--- config.mk ---
export PLATFORM = sky130hd
export DESIGN_NAME = sext_narrow_flat
export DESIGN_NICKNAME = d
export VERILOG_FILES = /design/src/rtl/sext_narrow_if.sv /design/src/rtl/sext_narrow.sv /design/src/flat_wrapper.sv
export SDC_FILE = /design/constraint.sdc
export NUM_CORES = 1
export LEC_CHECK = 0
export ABC_CLOCK_PERIOD_IN_PS = 6300
export CAP_MARGIN = 20
export CORE_ASPECT_RATIO = 0.5
export CORE_MARGIN = 3
export CORE_UTILIZATION = 45
export CTS_CLUSTER_SIZE = 30
export DETAILED_ROUTE_END_ITERATION = 8
export GPL_ROUTABILITY_DRIVEN = 1
export PLACE_DENSITY_LB_ADDON = 0.15
export SLEW_MARGIN = 20
export SYNTH_ARGS = -nofsm -noshare
export SYNTH_HDL_FRONTEND = slang
export SYNTH_SLANG_ARGS = --single-unit
--- constraint.sdc ---
create_clock -name clk -period 6.3 [get_ports clk]
set_input_delay 0.63 -clock clk [delete_from_list [all_inputs] [get_ports clk]]
set_output_delay 0.63 -clock clk [all_outputs]
set_load 0.005 [all_outputs]
--- src/rtl/sext_narrow_if.sv ---
// Request/result bundle for sext_narrow: one input handshake, one output handshake.
interface sext_narrow_if #(
    parameter int WIDTH = 16
);
    localparam int CW = $clog2(WIDTH);

    logic             in_valid;
    logic             in_ready;
    logic [WIDTH-1:0] in_data;
    logic [CW-1:0]    in_width;
    logic             out_valid;
    logic             out_ready;
    logic [WIDTH-1:0] out_field;
    logic             out_fits;
    logic [CW-1:0]    out_minw;

    modport master (
        output in_valid, in_data, in_width, out_ready,
        input  in_ready, out_valid, out_field, out_fits, out_minw
    );

    modport slave (
        input  in_valid, in_data, in_width, out_ready,
        output in_ready, out_valid, out_field, out_fits, out_minw
    );
endinterface

--- src/rtl/sext_narrow.sv ---
// Narrows a captured word to a (width code + 1)-bit field, reporting the minimal
// sign-extension width found by a one-bit-per-cycle scan from the MSB downward.
module sext_narrow #(
    parameter int WIDTH = 16
) (
    input  logic          clk,
    input  logic          reset,
    sext_narrow_if.slave  bus
);
    localparam int CW = $clog2(WIDTH);
    localparam logic [WIDTH-1:0] ONES   = '1;
    localparam logic [CW-1:0]    TOP    = CW'(WIDTH - 1);
    localparam logic [CW-1:0]    ONE_CW = CW'(1);

    typedef enum logic [1:0] {IDLE, SCAN, DONE} state_t;

    state_t           state;
    state_t           state_next;

    logic [WIDTH-1:0] data_q;
    logic [CW-1:0]    width_q;
    logic [CW-1:0]    c_q;
    logic [WIDTH-1:0] field_q;
    logic             fits_q;
    logic [CW-1:0]    minw_q;

    logic             hit;
    logic [WIDTH-1:0] mask;

    // At c==0 the index wraps to the MSB; harmless because c==0 already ends the scan.
    always_comb begin
        hit  = (c_q == '0) || (data_q[c_q - ONE_CW] != data_q[WIDTH-1]);
        mask = ONES >> (TOP - width_q);
    end

    always_ff @(posedge clk or posedge reset) begin
        if (reset) state <= IDLE;
        else       state <= state_next;
    end

    always_comb begin
        state_next = state;
        unique case (state)
            IDLE:    if (bus.in_valid)  state_next = SCAN;
            SCAN:    if (hit)           state_next = DONE;
            DONE:    if (bus.out_ready) state_next = IDLE;
            default:                    state_next = IDLE;
        endcase
    end

    always_ff @(posedge clk or posedge reset) begin
        if (reset) begin
            data_q  <= '0;
            width_q <= '0;
            c_q     <= '0;
            field_q <= '0;
            fits_q  <= 1'b0;
            minw_q  <= '0;
        end else begin
            if (state == IDLE && bus.in_valid) begin
                data_q  <= bus.in_data;
                width_q <= bus.in_width;
                c_q     <= TOP;
            end else if (state == SCAN) begin
                if (hit) begin
                    field_q <= data_q & mask;
                    fits_q  <= (c_q <= width_q);
                    minw_q  <= c_q;
                end else begin
                    c_q <= c_q - ONE_CW;
                end
            end
        end
    end

    assign bus.in_ready  = (state == IDLE);
    assign bus.out_valid = (state == DONE);
    assign bus.out_field = field_q;
    assign bus.out_fits  = fits_q;
    assign bus.out_minw  = minw_q;
endmodule
--- src/flat_wrapper.sv ---
// flat-port wrapper written by rule: the top's interface ports become plain ports
module sext_narrow_flat 
#(
    parameter int WIDTH = 16
)
  (clk, reset, bus_in_valid, bus_in_data, bus_in_width, bus_out_ready, bus_in_ready, bus_out_valid, bus_out_field, bus_out_fits, bus_out_minw);
  sext_narrow_if #(.WIDTH(WIDTH)) bus_i ();
  input  logic clk;
  input  logic reset;
  input wire logic [$bits(bus_i.in_valid)-1:0] bus_in_valid;
  input wire logic [$bits(bus_i.in_data)-1:0] bus_in_data;
  input wire logic [$bits(bus_i.in_width)-1:0] bus_in_width;
  input wire logic [$bits(bus_i.out_ready)-1:0] bus_out_ready;
  output wire logic [$bits(bus_i.in_ready)-1:0] bus_in_ready;
  output wire logic [$bits(bus_i.out_valid)-1:0] bus_out_valid;
  output wire logic [$bits(bus_i.out_field)-1:0] bus_out_field;
  output wire logic [$bits(bus_i.out_fits)-1:0] bus_out_fits;
  output wire logic [$bits(bus_i.out_minw)-1:0] bus_out_minw;
  assign bus_i.in_valid = bus_in_valid;
  assign bus_i.in_data = bus_in_data;
  assign bus_i.in_width = bus_in_width;
  assign bus_i.out_ready = bus_out_ready;
  assign bus_in_ready = bus_i.in_ready;
  assign bus_out_valid = bus_i.out_valid;
  assign bus_out_field = bus_i.out_field;
  assign bus_out_fits = bus_i.out_fits;
  assign bus_out_minw = bus_i.out_minw;
  sext_narrow #(.WIDTH(WIDTH)) u_core (.clk(clk), .reset(reset), .bus(bus_i));
endmodule
==> results.cfg <==
[placement]
routabilityCongestion = 0.824
portBuffers = 46
dpl.hpwl_mm = 3.66
place_ws_ns = 2.84
place_area_sq_um = 2800

[setup_path]
crit_path_cell_trace = inv_1 > ha_1 > mux2i_1 > mux4_2 > a221o_1 > a21boi_2 > buf_4 > mux2_1
cp_top_family = multiplexers
cp.required_ns = 6.50
worstSetupPathType = flop to flop
cp-end-kind = flop
start_kind = flop
crit_buf_inv = 2
slowest_stage = ha_1
cp.arrival_ns = 3.65
crit_path_max_fanout = 16
slowest_delay_ns = 0.59

[power]
p_int_mw = 0.965
pwr-share-clk = 0.178
switching_share = 0.352
p_seq_frac = 0.378
power.ir.vdd_worst_mv = 0.197
power.density_nw_per_um2 = 508
switchingPower_mw = 0.523
p_comb_frac = 0.443
leakagePower_nw = 1.24

[global_routing]
grt_pass1_wl_mm = 8.48
antenna_found_initial = 0
grt-ovfl-total = 0
grt_pass1_vias = 1637
grt_max_degree = 48
globalRouteTotalUtil = 0.185

[logic_synthesis]
synth_area_leaders = dfrtp_1 (51%), mux2_2 (9.8%), mux2_1 (7.3%)
ys_seq_area_frac = 0.511
syn_area_per_cell_sq_um = 12.3
synthesis.nets = 216
yosysTopAreaCell = dfrtp_1
synthFlopType = dfrtp_1
syn-cell-area_sq_um = 2300
synth_edf_count = 0
synth.distinct_cells = 36
yosysMostFrequentCell = dfrtp_1
yosys_register_bits = 47
ys_async_sr_fraction = 1.00
synth_top_area_frac = 0.511
yosys_warnings = 0
synthTopCellsByCount = dfrtp_1 (47), mux2_2 (20), mux2_1 (15), mux2i_1 (15), inv_1 (11)
postSynthCellCount = 187

[timing]
grt_setup_unrepaired = no
finalMaxSlewViolations = 0
hold_viol = 0
slew_headroom = 0.456
finalCriticalPeriod_ns = 3.45
timing.setup.tns_ns = 0
hold_ws_ns = 0.487
max_freq_mhz = 290
fin_ws_ns = 2.85
tightest_slew_ns = 0.815
fin_crit_sh = 0.548
setup_viol = 0
clock_skew_ns = 0.00734

[finish]
syn_to_final_growth_pct = 27.4
multiInputGateArea_sq_um = 1030
final_area_sq_um = 2930
register_area_sq_um = 1180
diodes = 0
fin_nets = 260
final_core_util = 0.629
drive_gt1_frac = 0.151
nFillCells = 366

[floorplan]
start_util = 0.494
die_area_sq_um = 6060
dieHeight_um = 56.6
io_pins = 47
fp-row-count = 17
fp.dieW_um = 107
design.core.area_sq_um = 4660

[drt]
vias = 1619
dr.first_iter.drc_count = 82
ant_nets = 0
drt-total-wl_mm = 5.03
wl_per_cell_um = 16.9
drc_errors = 0
vias_per_cell = 5.43
drtPass1Iterations = 4

[job]
drv_cap = 0

[clock_network]
hold_buffers = 0
cts-resized-gates = 0
insertion_delay_ns = 0.31
cts-htree-levels = 2
cts_tree = done
cts_made_buffers = 5
cts.sinks = 47
cts_root_buf = clkbuf_8
clockBufferDepth = 2
postCtsSetupRepairBufs = 0
cts.reportedPaths.clkPinSlew_ns = 0.09

[hold_path]
hold_class = flop to flop

[run_status]
outcome = finished, final reports clean
-- state kept, by name (all words and copies together) (netlist names) --
| signal | count |
|---|---|
| u_core.bus.out_fits | 1 |
| u_core.c_q | 4 |
| u_core.bus.out_minw | 4 |
| u_core.data_q | 16 |
| u_core.state | 2 |
| u_core.width_q | 4 |
| u_core.bus.out_field | 16 |
-- final timing paths --
path | end | slack [ns] | startpoint | cells after the start
max in group asynchronous | u_core.data_q[15] | 5.04 | reset | 2
max | u_core.bus.out_field[11] | 2.85 | u_core.c_q[0] | 8
min in group asynchronous | u_core.bus.out_minw[3] | 0.77 | reset | 2
max reg2reg | u_core.bus.out_field[11] | 2.85 | u_core.c_q[0] | 8
min reg2reg | u_core.bus.out_fits | 0.49 | u_core.bus.out_fits | 1
min | u_core.bus.out_fits | 0.49 | u_core.bus.out_fits | 1
-- cell type report --
cell class                 count  share of cell area
sequential                    47               0.401
multi-input combinational    119               0.351
inverter                      11              0.0145
clock inverter                 2              0.0205
tap                           66              0.0282
timing repair buffer          47               0.160
clock buffer                   6              0.0248
-- cells in the final DEF (no fill, tap or decap), types with 2 or more instances in the layout --
| cell | count |
|---|---|
| a21oi_1 | 3 |
| clkdlybuf4s50_1 | 46 |
| nand2_1 | 8 |
| a21boi_0 | 5 |
| nand3_1 | 2 |
| clkbuf_8 | 5 |
| mux2_2 | 20 |
| or3_1 | 2 |
| nand4_1 | 5 |
| ha_1 | 5 |
| mux4_2 | 2 |
| nor2_1 | 8 |
| bufinv_16 | 2 |
| o21a_1 | 3 |
| mux2i_1 | 15 |
| o21ai_0 | 6 |
| mux2_1 | 15 |
| dfrtp_1 | 47 |
| nor2b_1 | 4 |
| inv_1 | 10 |
-- metal layers --
layer,share of wire,GRT usage
met5,0,0
met4,0.0099,0.0492
met3,0.041,0.0540
met2,0.46,0.276
met1,0.49,0.262
-- per-stage QoR --
step,total power [mW],std cells
2_1_floorplan,0.994,187
3_3_place_gp,1.21,290
3_5_place_dp,1.24,290
4_1_cts,1.50,298
5_1_grt,1.60,298
6_report,1.49,298
-- worst register-to-register path, delay by kind of cell (launching register included) --
kind            cells  cell delay (ns)
buf+inv             2             0.48
mux                 3             1.04
compound gates      2             0.80
flops               1             0.42
fa+ha+maj           1             0.59
-- kinds of logic after synthesis --
family / Yosys count / share of synthesized area
multiplexers: 52 / 0.256
buffers and inverters: 21 / 0.0424
adder cells (fa/ha/maj): 5 / 0.0272
flip-flops: 47 / 0.511
AO/OA/AOI/OAI: 27 / 0.0848
XOR/XNOR: 1 / 0.00381
AND/OR/NAND/NOR: 34 / 0.0745
-- power groups by stage --
stage          sequential [mW]  clock [mW]  combinational, mW
6_report                 0.563       0.265              0.660
5_1_grt                  0.584       0.281              0.735
4_1_cts                  0.561       0.269              0.673
3_5_place_dp             0.567           0              0.669
3_3_place_gp             0.567           0              0.643
2_1_floorplan            0.514           0              0.481
Note: power is estimated with default switching activity, not from simulation.
